**src/rtl/fir_pkg.sv**
```systemverilog
// Shared types and constants for the FIR tap sequencer: FSM states, default
// datapath widths and the tap-index width helper.
package fir_pkg;

    typedef enum logic [1:0] {IDLE, CLEAR, ISSUE, WAIT} fir_state_e;

    localparam int COEF_W = 16;
    localparam int ACC_W  = 33;
    localparam int BANK_W = 8;

    // Bits needed to index num_taps taps; num_taps is a power of two >= 2.
    function automatic int tap_idx_w(input int num_taps);
        return $clog2(num_taps);
    endfunction

endpackage

```
**src/rtl/fir_watchdog.sv**
```systemverilog
// Counts cycles spent waiting for the dsp datapath and flags when the
// allowed number of WAIT cycles has been used up.
module fir_watchdog #(
    parameter int TIMEOUT = 64
) (
    input  logic clk,
    input  logic reset,
    input  logic clear,
    input  logic enable,
    output logic expired
);

    localparam int CNT_W = $clog2(TIMEOUT + 1);

    logic [CNT_W-1:0] count_q;
    logic [CNT_W-1:0] count_d;

    // count_q holds the number of already-completed WAIT cycles, so expiry
    // coincides with the last permitted WAIT cycle.
    assign expired = (count_q == CNT_W'(TIMEOUT - 1));

    always_comb begin
        count_d = count_q;
        if (clear) begin
            count_d = '0;
        end else if (enable && !expired) begin
            count_d = count_q + CNT_W'(1);
        end
    end

    always_ff @(posedge clk) begin
        if (reset) begin
            count_q <= '0;
        end else begin
            count_q <= count_d;
        end
    end

endmodule

```
**src/rtl/fir_tap_sequencer.sv**
```systemverilog
// Sequences the dsp multiply-accumulate datapath through every FIR tap per
// accepted sample, then returns the filtered result with a valid pulse.
module fir_tap_sequencer #(
    parameter int  NUM_TAPS = 4,
    parameter int  COEF_W   = fir_pkg::COEF_W,
    parameter int  ACC_W    = fir_pkg::ACC_W,
    parameter int  TIMEOUT  = 64,
    localparam int IDX_W    = fir_pkg::tap_idx_w(NUM_TAPS),
    localparam int ADDR_W   = fir_pkg::BANK_W + IDX_W
) (
    input  logic              clk,
    input  logic              reset,
    input  logic              signal_en,
    input  logic [7:0]        eqVal,
    output logic              win_en_o,
    output logic [ADDR_W-1:0] coef_addr_o,
    input  logic [COEF_W-1:0] coef_data_i,
    output logic              dsp_rst_o,
    output logic              clk_en_o,
    output logic [COEF_W-1:0] tap_o,
    output logic [7:0]        tapnum_o,
    input  logic [ACC_W-1:0]  dsp_result_i,
    input  logic              dsp_done_i,
    output logic [ACC_W-1:0]  result_o,
    output logic              valid_o,
    output logic              busy_o,
    output logic              overrun_o,
    output logic              timeout_o
);

    import fir_pkg::*;

    localparam logic [IDX_W-1:0] LAST_IDX = IDX_W'(NUM_TAPS - 1);

    fir_state_e        state_q, state_d;
    logic [IDX_W-1:0]  idx_q, idx_d;
    logic [BANK_W-1:0] bank_q, bank_d;
    logic [ACC_W-1:0]  result_q, result_d;
    logic [ADDR_W-1:0] coef_addr_q, coef_addr_d;
    logic [7:0]        tapnum_q, tapnum_d;
    logic              dsp_rst_q, dsp_rst_d;
    logic              win_en_q, win_en_d;
    logic              clk_en_q, clk_en_d;
    logic              valid_q, valid_d;
    logic              busy_q, busy_d;
    logic              overrun_q, overrun_d;
    logic              timeout_q, timeout_d;
    logic [IDX_W-1:0]  idx_inc;
    logic              wd_expired;

    fir_watchdog #(
        .TIMEOUT (TIMEOUT)
    ) u_watchdog (
        .clk     (clk),
        .reset   (reset),
        .clear   (state_q != WAIT),
        .enable  (state_q == WAIT),
        .expired (wd_expired)
    );

    assign idx_inc = idx_q + IDX_W'(1);

    // Outputs are computed for the state being entered, so every output is a
    // flop; the address always runs one tap ahead to cover the ROM latency.
    always_comb begin
        state_d     = state_q;
        idx_d       = idx_q;
        bank_d      = bank_q;
        result_d    = result_q;
        overrun_d   = overrun_q;
        timeout_d   = timeout_q;
        dsp_rst_d   = 1'b0;
        win_en_d    = 1'b0;
        clk_en_d    = 1'b0;
        valid_d     = 1'b0;
        tapnum_d    = '0;
        coef_addr_d = '0;

        case (state_q)
            IDLE: begin
                if (signal_en) begin
                    state_d     = CLEAR;
                    bank_d      = eqVal;
                    idx_d       = '0;
                    dsp_rst_d   = 1'b1;
                    win_en_d    = 1'b1;
                    coef_addr_d = {eqVal, IDX_W'(0)};
                end
            end
            CLEAR: begin
                state_d     = ISSUE;
                idx_d       = '0;
                clk_en_d    = 1'b1;
                coef_addr_d = {bank_q, IDX_W'(1)};
            end
            ISSUE: begin
                if (idx_q == LAST_IDX) begin
                    state_d = WAIT;
                    idx_d   = '0;
                end else begin
                    idx_d       = idx_inc;
                    clk_en_d    = 1'b1;
                    tapnum_d    = 8'(idx_inc);
                    coef_addr_d = {bank_q, idx_inc + IDX_W'(1)};
                end
            end
            WAIT: begin
                // A done arriving on the final permitted cycle still wins.
                if (dsp_done_i) begin
                    state_d  = IDLE;
                    result_d = dsp_result_i;
                    valid_d  = 1'b1;
                end else if (wd_expired) begin
                    state_d   = IDLE;
                    timeout_d = 1'b1;
                end
            end
            default: begin
                state_d = IDLE;
            end
        endcase

        if (signal_en && (state_q != IDLE)) begin
            overrun_d = 1'b1;
        end

        busy_d = (state_d != IDLE);
    end

    always_ff @(posedge clk) begin
        if (reset) begin
            state_q     <= IDLE;
            idx_q       <= '0;
            bank_q      <= '0;
            result_q    <= '0;
            coef_addr_q <= '0;
            tapnum_q    <= '0;
            dsp_rst_q   <= 1'b0;
            win_en_q    <= 1'b0;
            clk_en_q    <= 1'b0;
            valid_q     <= 1'b0;
            busy_q      <= 1'b0;
            overrun_q   <= 1'b0;
            timeout_q   <= 1'b0;
        end else begin
            state_q     <= state_d;
            idx_q       <= idx_d;
            bank_q      <= bank_d;
            result_q    <= result_d;
            coef_addr_q <= coef_addr_d;
            tapnum_q    <= tapnum_d;
            dsp_rst_q   <= dsp_rst_d;
            win_en_q    <= win_en_d;
            clk_en_q    <= clk_en_d;
            valid_q     <= valid_d;
            busy_q      <= busy_d;
            overrun_q   <= overrun_d;
            timeout_q   <= timeout_d;
        end
    end

    assign win_en_o    = win_en_q;
    assign coef_addr_o = coef_addr_q;
    assign dsp_rst_o   = dsp_rst_q;
    assign clk_en_o    = clk_en_q;
    assign tap_o       = clk_en_q ? coef_data_i : '0;
    assign tapnum_o    = tapnum_q;
    assign result_o    = result_q;
    assign valid_o     = valid_q;
    assign busy_o      = busy_q;
    assign overrun_o   = overrun_q;
    assign timeout_o   = timeout_q;

endmodule

```
**config.mk**
```make
export PLATFORM = sky130hd
export DESIGN_NAME = fir_tap_sequencer
export DESIGN_NICKNAME = d
export VERILOG_FILES = /design/src/rtl/fir_pkg.sv /design/src/rtl/fir_watchdog.sv /design/src/rtl/fir_tap_sequencer.sv
export SDC_FILE = /design/constraint.sdc
export NUM_CORES = 1
export LEC_CHECK = 0
export CAP_MARGIN = 20
export CELL_PAD_IN_SITES_DETAIL_PLACEMENT = 1
export CELL_PAD_IN_SITES_GLOBAL_PLACEMENT = 1
export CORE_MARGIN = 4
export CORE_UTILIZATION = 28
export DETAILED_ROUTE_END_ITERATION = 16
export PLACE_DENSITY_LB_ADDON = 0.1
export SETUP_SLACK_MARGIN = 0.3
export SKIP_LAST_GASP = 1
export SLEW_MARGIN = 40
export SYNTH_ARGS = -nofsm -noshare
export SYNTH_HDL_FRONTEND = slang
export SYNTH_HIERARCHICAL = 1
export SYNTH_SLANG_ARGS = --single-unit
export TNS_END_PERCENT = 30
```
**constraint.sdc**
```tcl
create_clock -name clk -period 2 [get_ports clk]
set_input_delay 0.4 -clock clk [delete_from_list [all_inputs] [get_ports clk]]
set_output_delay 0.4 -clock clk [all_outputs]
set_load 0.02 [all_outputs]
```
After elaboration in Yosys (flattened, before gate mapping)

Index checks and enable logic that the tools add are counted.

Bits in writable memories: 0
Bits in read-only memories: 0
Output and inout bits: 74
Latch bits: 0
Bits in registers: 76
Input bits: 61
Memories: 0
Word-level logic and storage cells: 60

Bitwise operators: 4
$lt $le $gt $ge: 0
Reductions and logical operators: 16
Eq/ne operators: 7
Shift operators: 0
Multipliers: 0
Add/subtract/negate cells: 3
Mux-type cells: 16
Divide/modulo/power cells: 0

Operators with widths:

| operator            | count |
|---|---|
| $pmux 10 s3         | 1 |
| $mux 10             | 2 |
| $mux 16             | 1 |
| $mux 2              | 6 |
| $pmux 2 s4          | 1 |
| $reduce_or 2->1     | 4 |
| $add 7x1->7 const B | 1 |
| $eq 7x6->1 const B  | 1 |
| $eq 2x2->1 const B  | 3 |
| $pmux 2 s3          | 1 |
| $reduce_and 2->1    | 3 |
| $add 2x1->2 const B | 2 |
| $ne 2x2->1 const B  | 2 |
| $not 1->1           | 4 |
| $reduce_bool 2->1   | 2 |
| $mux 1              | 3 |
| $reduce_and 3->1    | 1 |
| $reduce_bool 3->1   | 1 |
| $reduce_or 3->1     | 1 |
| $eq 2x1->1 const B  | 1 |
| $logic_and 1x1->1   | 2 |
| $logic_not 2->1     | 1 |
| $pmux 1 s2          | 1 |
| $logic_not 1->1     | 1 |

Logic depth before layout (Yosys ltp)

Depth after elaboration: 5
Mapped depth: 7
Depth with buffers taken out: 7

Hierarchy

The synthesis kept the hierarchy.

By module, submodules not included:

| module            | cells each | times used | area an instance (um^2) | seq. area each (um^2) |
|---|---|---|---|---|
| fir_tap_sequencer | 297        | 1          | 2444.8                  | 1261.2 |
| fir_watchdog      | 36         | 1          | 341.6                   | 140.1 |

Worst setup path after synthesis

No wires, ideal clock.

Path kind: register to register
Start point: register state_q[0]
End point: register idx_q[1]
Setup slack: 449 ps
Clock period less this slack: 1551 ps
Required time: 1930 ps
Arrival: 1480 ps
Setup time: 70 ps
Stages on the path, launching flop included: 6
Path buffers: 0
Cell sequence: dfxtp_1 -> inv_1 -> ha_1 -> nor2b_4 -> or4b_1 -> a21oi_1

Longest elaborated chain between the ends: 3
Elaborated cells between the ends (all ways): 7
Those cells by class: eq/ne (3); mux (1); reduce/logical (3)

Ends and longest elaborated chain:

| what                                                      | line                     | text |
|---|---|---|
| start: declaration                                        | fir_tap_sequencer.sv:35  | `fir_state_e state_q, state_d;` |
| start signal: assignment                                  | fir_tap_sequencer.sv:146 | `state_q <= state_d;` |
| $eq 2x2->1 (tied with other cells)                        | fir_tap_sequencer.sv:79  | `case (state_q)` |
| $reduce_bool 3->1 (no line) or $ne 2x2->1 (tied branches) | n/a                      |  |
| $reduce_and 2->1 (no line)                                | n/a                      |  |
| end signal: assignment                                    | fir_tap_sequencer.sv:147 | `idx_q <= idx_d;` |
| end: declaration                                          | fir_tap_sequencer.sv:36  | `logic [IDX_W-1:0] idx_q, idx_d;` |

Parallel ways exist; a longest one is shown, timed or not.
A chain may end at the register's enable or synchronous reset.

Final worst setup path

Start point: input port coef_data_i[14]
End point: output port tap_o[14]

Longest elaborated chain between the ends: 1

Ends and longest elaborated chain:

| what               | line                     | text |
|---|---|---|
| start: declaration | fir_tap_sequencer.sv:17  | `input logic [COEF_W-1:0] coef_data_i,` |
| $mux 16            | fir_tap_sequencer.sv:166 | `assign tap_o = clk_en_q ? coef_data_i : '0;` |
| end: declaration   | fir_tap_sequencer.sv:20  | `output logic [COEF_W-1:0] tap_o,` |

No other way between the ends.

==> impl_results.md <==
- Status: completed
- RSZ-0062 raised after global routing: true
- Syn avg cell area: 8.37 µm²
- Top-level I/O count: 135
- Worst setup path startpoint: coef_data_i[14]
- # DRC: 0
- Pre-antenna DRT Iters: 4
- Cell variety after synth: 41
- Flop pwr share: 41.9%
- Setup violations, final: 0
- Most frequent cells in the layout: clkdlybuf4s50_1 (101), nand2_1 (89), dfxtp_1 (65)
- CP Launch Type: primary input
- PwrDens: 780 nW/µm²
- Final Max Slew Viols: 0
- Reg-to-Reg Start: state_q[0]
- Period utilization: 85.5%
- Max-cap viol count: 0
- Number of port buffers: 128
- Filler Cell Count: 1147
- Final Hold Fails: 0
- Clock Power Share: 44.0%
- Hold Path Stages: 3
- Row Count: 36
- Synthesized area: 2790 µm²
- Setup tns final: 0 ns
- Crit path kind: in -> out
- Asr flop ratio synth: 0%
- ANT nets after route: 0
- Die area: 11600 µm²
- Clock Skews: 0.00919 ns
- GRT overflow: 0
- Vias per inst: 4.52
- Worst R2R Path Depth: 5
- Net Sw Frac: 22.8%
- Vias in the first global route: 2720
- Gpl congestion: 0.720
- Hold path endpoint: u_watchdog/count_q[0]
- N_diodes: 0
- Initial cell density of the core: 28.6%
- Clk buf depth: 2
- Global-route wire length before repair: 13200 µm
- Layout cell share with drive strength beyond 1: 8.42%
- Syn Inst Count: 333
- CTS clk-pin slew, worst paths: 0.07 ns
- CP max-delay cell: clkdlybuf4s50_1
- Vias: 2692
- Clock Tree Root: clkbuf_8
- Yosys reg bits: 70
- Largest net degree at the start of global routing: 35
- Internal reg-to-reg setup slack: 0.41 ns
- Pint: 2.73 mW
- Nets: 528
- Hold Path Class: in -> reg
- Synth warn: 6
- Area Growth Syn to Fin: 62.6%
- NetSw: 0.807 mW
- Synth Flop Type: dfxtp_1
- Die width: 108 µm
- Seq/Total Area, Yosys: 50.3%
- Drt total wl: 8100 µm
- Hpwl dp: 5930 µm
- CTS tree: built
- CP delay by family, top: buffers and inverters
- DR iter-0 viols: 61
- Power Total: 3.54 mW
- Total CTS buffers: 9
- Comb pwr share: 14.1%
- FMAX: 585 MHz
- Largest fanout on the critical path: 1
- Crit end category: output port
- WL/cell: 13.6 µm
- Initial antenna violation count: 0
- Die boundary height: 108 µm
- Leakage: 1.88 nW
- Tmin final: 1.71 ns
- Clock insertion delay at the later pin of the skew report: 0.34 ns
- Placeable Area: 9730 µm²
- Commonest non-fill, non-tap cell in the layout: clkdlybuf4s50_1
- CP max stage delay: 0.45 ns
- Hold Startpoint: reset
- CP Cell Sequence: clkdlybuf4s50_1, and2_1, dlygate4sd2_1
- Number of post-CTS setup repair buffers: 0
- CP required: 1.60 ns
- CP Data Arrival Time: 1.31 ns
- H-tree depth: 3
- EDFF count, synth: 0
- R2R Path End: idx_q[1]
- Clock sink count: 70
- Worst path bufs/invs: 2
- Worst ir drop on vdd: 0.000446 V
- Tot GR Track Use: 14.2%
routing by layer:
metal,up-vias,GRT usage (%),wire length (µm)
met4,0,3.79,78
li1,1335,-,-
met5,-,0,0
met1,1251,15.1,3270
met3,6,8.58,994
met2,100,23.6,3750
how the worst max path moves through the flow:
stage	endpoint	slack [ns]	depth (start not counted)
after detailed placement	tap_o[12]	0.001	3
after floorplan	idx_q[1]	0.45	5
final	tap_o[14]	0.29	3
after CTS	tap_o[0]	0.05	3
after global routing	result_o[10]	0.24	1
after global placement	tap_o[12]	0.02	3
state kept, by name (all words and copies together) (netlist names):
register / flops
result_o: 33
coef_addr_o: 10
bank_q: 8
u_watchdog/count_q: 7
idx_q: 2
state_q: 2
tapnum_o: 2
busy_o: 1
clk_en_o: 1
overrun_o: 1
timeout_o: 1
valid_o: 1
win_en_o: 1
layout make-up:
cell class	instances	area, µm²	area share, %
timing repair buffer	133	1360	29.9
clock buffer	11	151	3.34
sequential	70	1410	31.1
multi-input combinational	237	1290	28.5
clock inverter	5	129	2.85
inverter	7	26.3	0.580
tap	133	166	3.67
through the flow:
step	cells	area (µm²)	setup slack [ns]	util, %	hold WS (ns)
after floorplan	338	2810	0.449	-	0.416
after global placement	580	4190	0.0182	43.1	0.433
after detailed placement	580	4190	0.00134	43.1	0.446
after CTS	596	4460	0.0474	45.9	0.396
after global routing	596	4530	0.239	46.6	0.427
final	596	4530	0.290	46.6	0.404
cells in the mapped netlist, types with 3 or more instances:
library cell   n  area share, %
dfxtp_1       70             50
nand2_1       89             12
o21ai_0       10            1.8
inv_1          7           0.94
nor2b_1        4           0.90
and2_1        18            4.0
a21oi_1       52            9.3
ha_1           9            4.0
buf_4          7            1.9
clkbuf_1      11            1.5
buf_2          4           0.72
a31oi_1        6            1.3
nor2_1         9            1.2
nor3_1         3           0.54
kinds of logic after synthesis:
group	after synthesis	share of synthesized area, %
adders and majority gates	9	4.04
muxes	2	0.718
other	1	0.135
buffers and inverters	31	5.30
xor gates and xnor gates	1	0.314
AOI/OAI and AO/OA	80	15.9
DFF	70	50.3
and+or+nand+nor	139	23.3
worst reg2reg max path, delay by kind of cell (launching register included):
family | cells | cell delay (ns)
buf+inv | 1 | 0.11
flops | 1 | 0.40
compound gates | 1 | 0.14
simple gates | 2 | 0.62
fa+ha+maj | 1 | 0.24
repair_timing:
item / CTS / global route
resized for setup: 24 / 23
hold buffers: 0 / 0
pin swaps: 0 / 1
setup endpoints to repair: 53 / 76
power by group through the flow:
stage | clock (mW) | sequential (mW) | combinational, mW
finish | 1.55 | 1.48 | 0.500
detailed placement | 0 | 1.51 | 0.500
CTS | 1.61 | 1.48 | 0.495
global route | 1.67 | 1.49 | 0.547
global placement | 0 | 1.51 | 0.495
floorplan | 0 | 1.55 | 0.205
No activity file was read; power rests on OpenSTA's default activity.
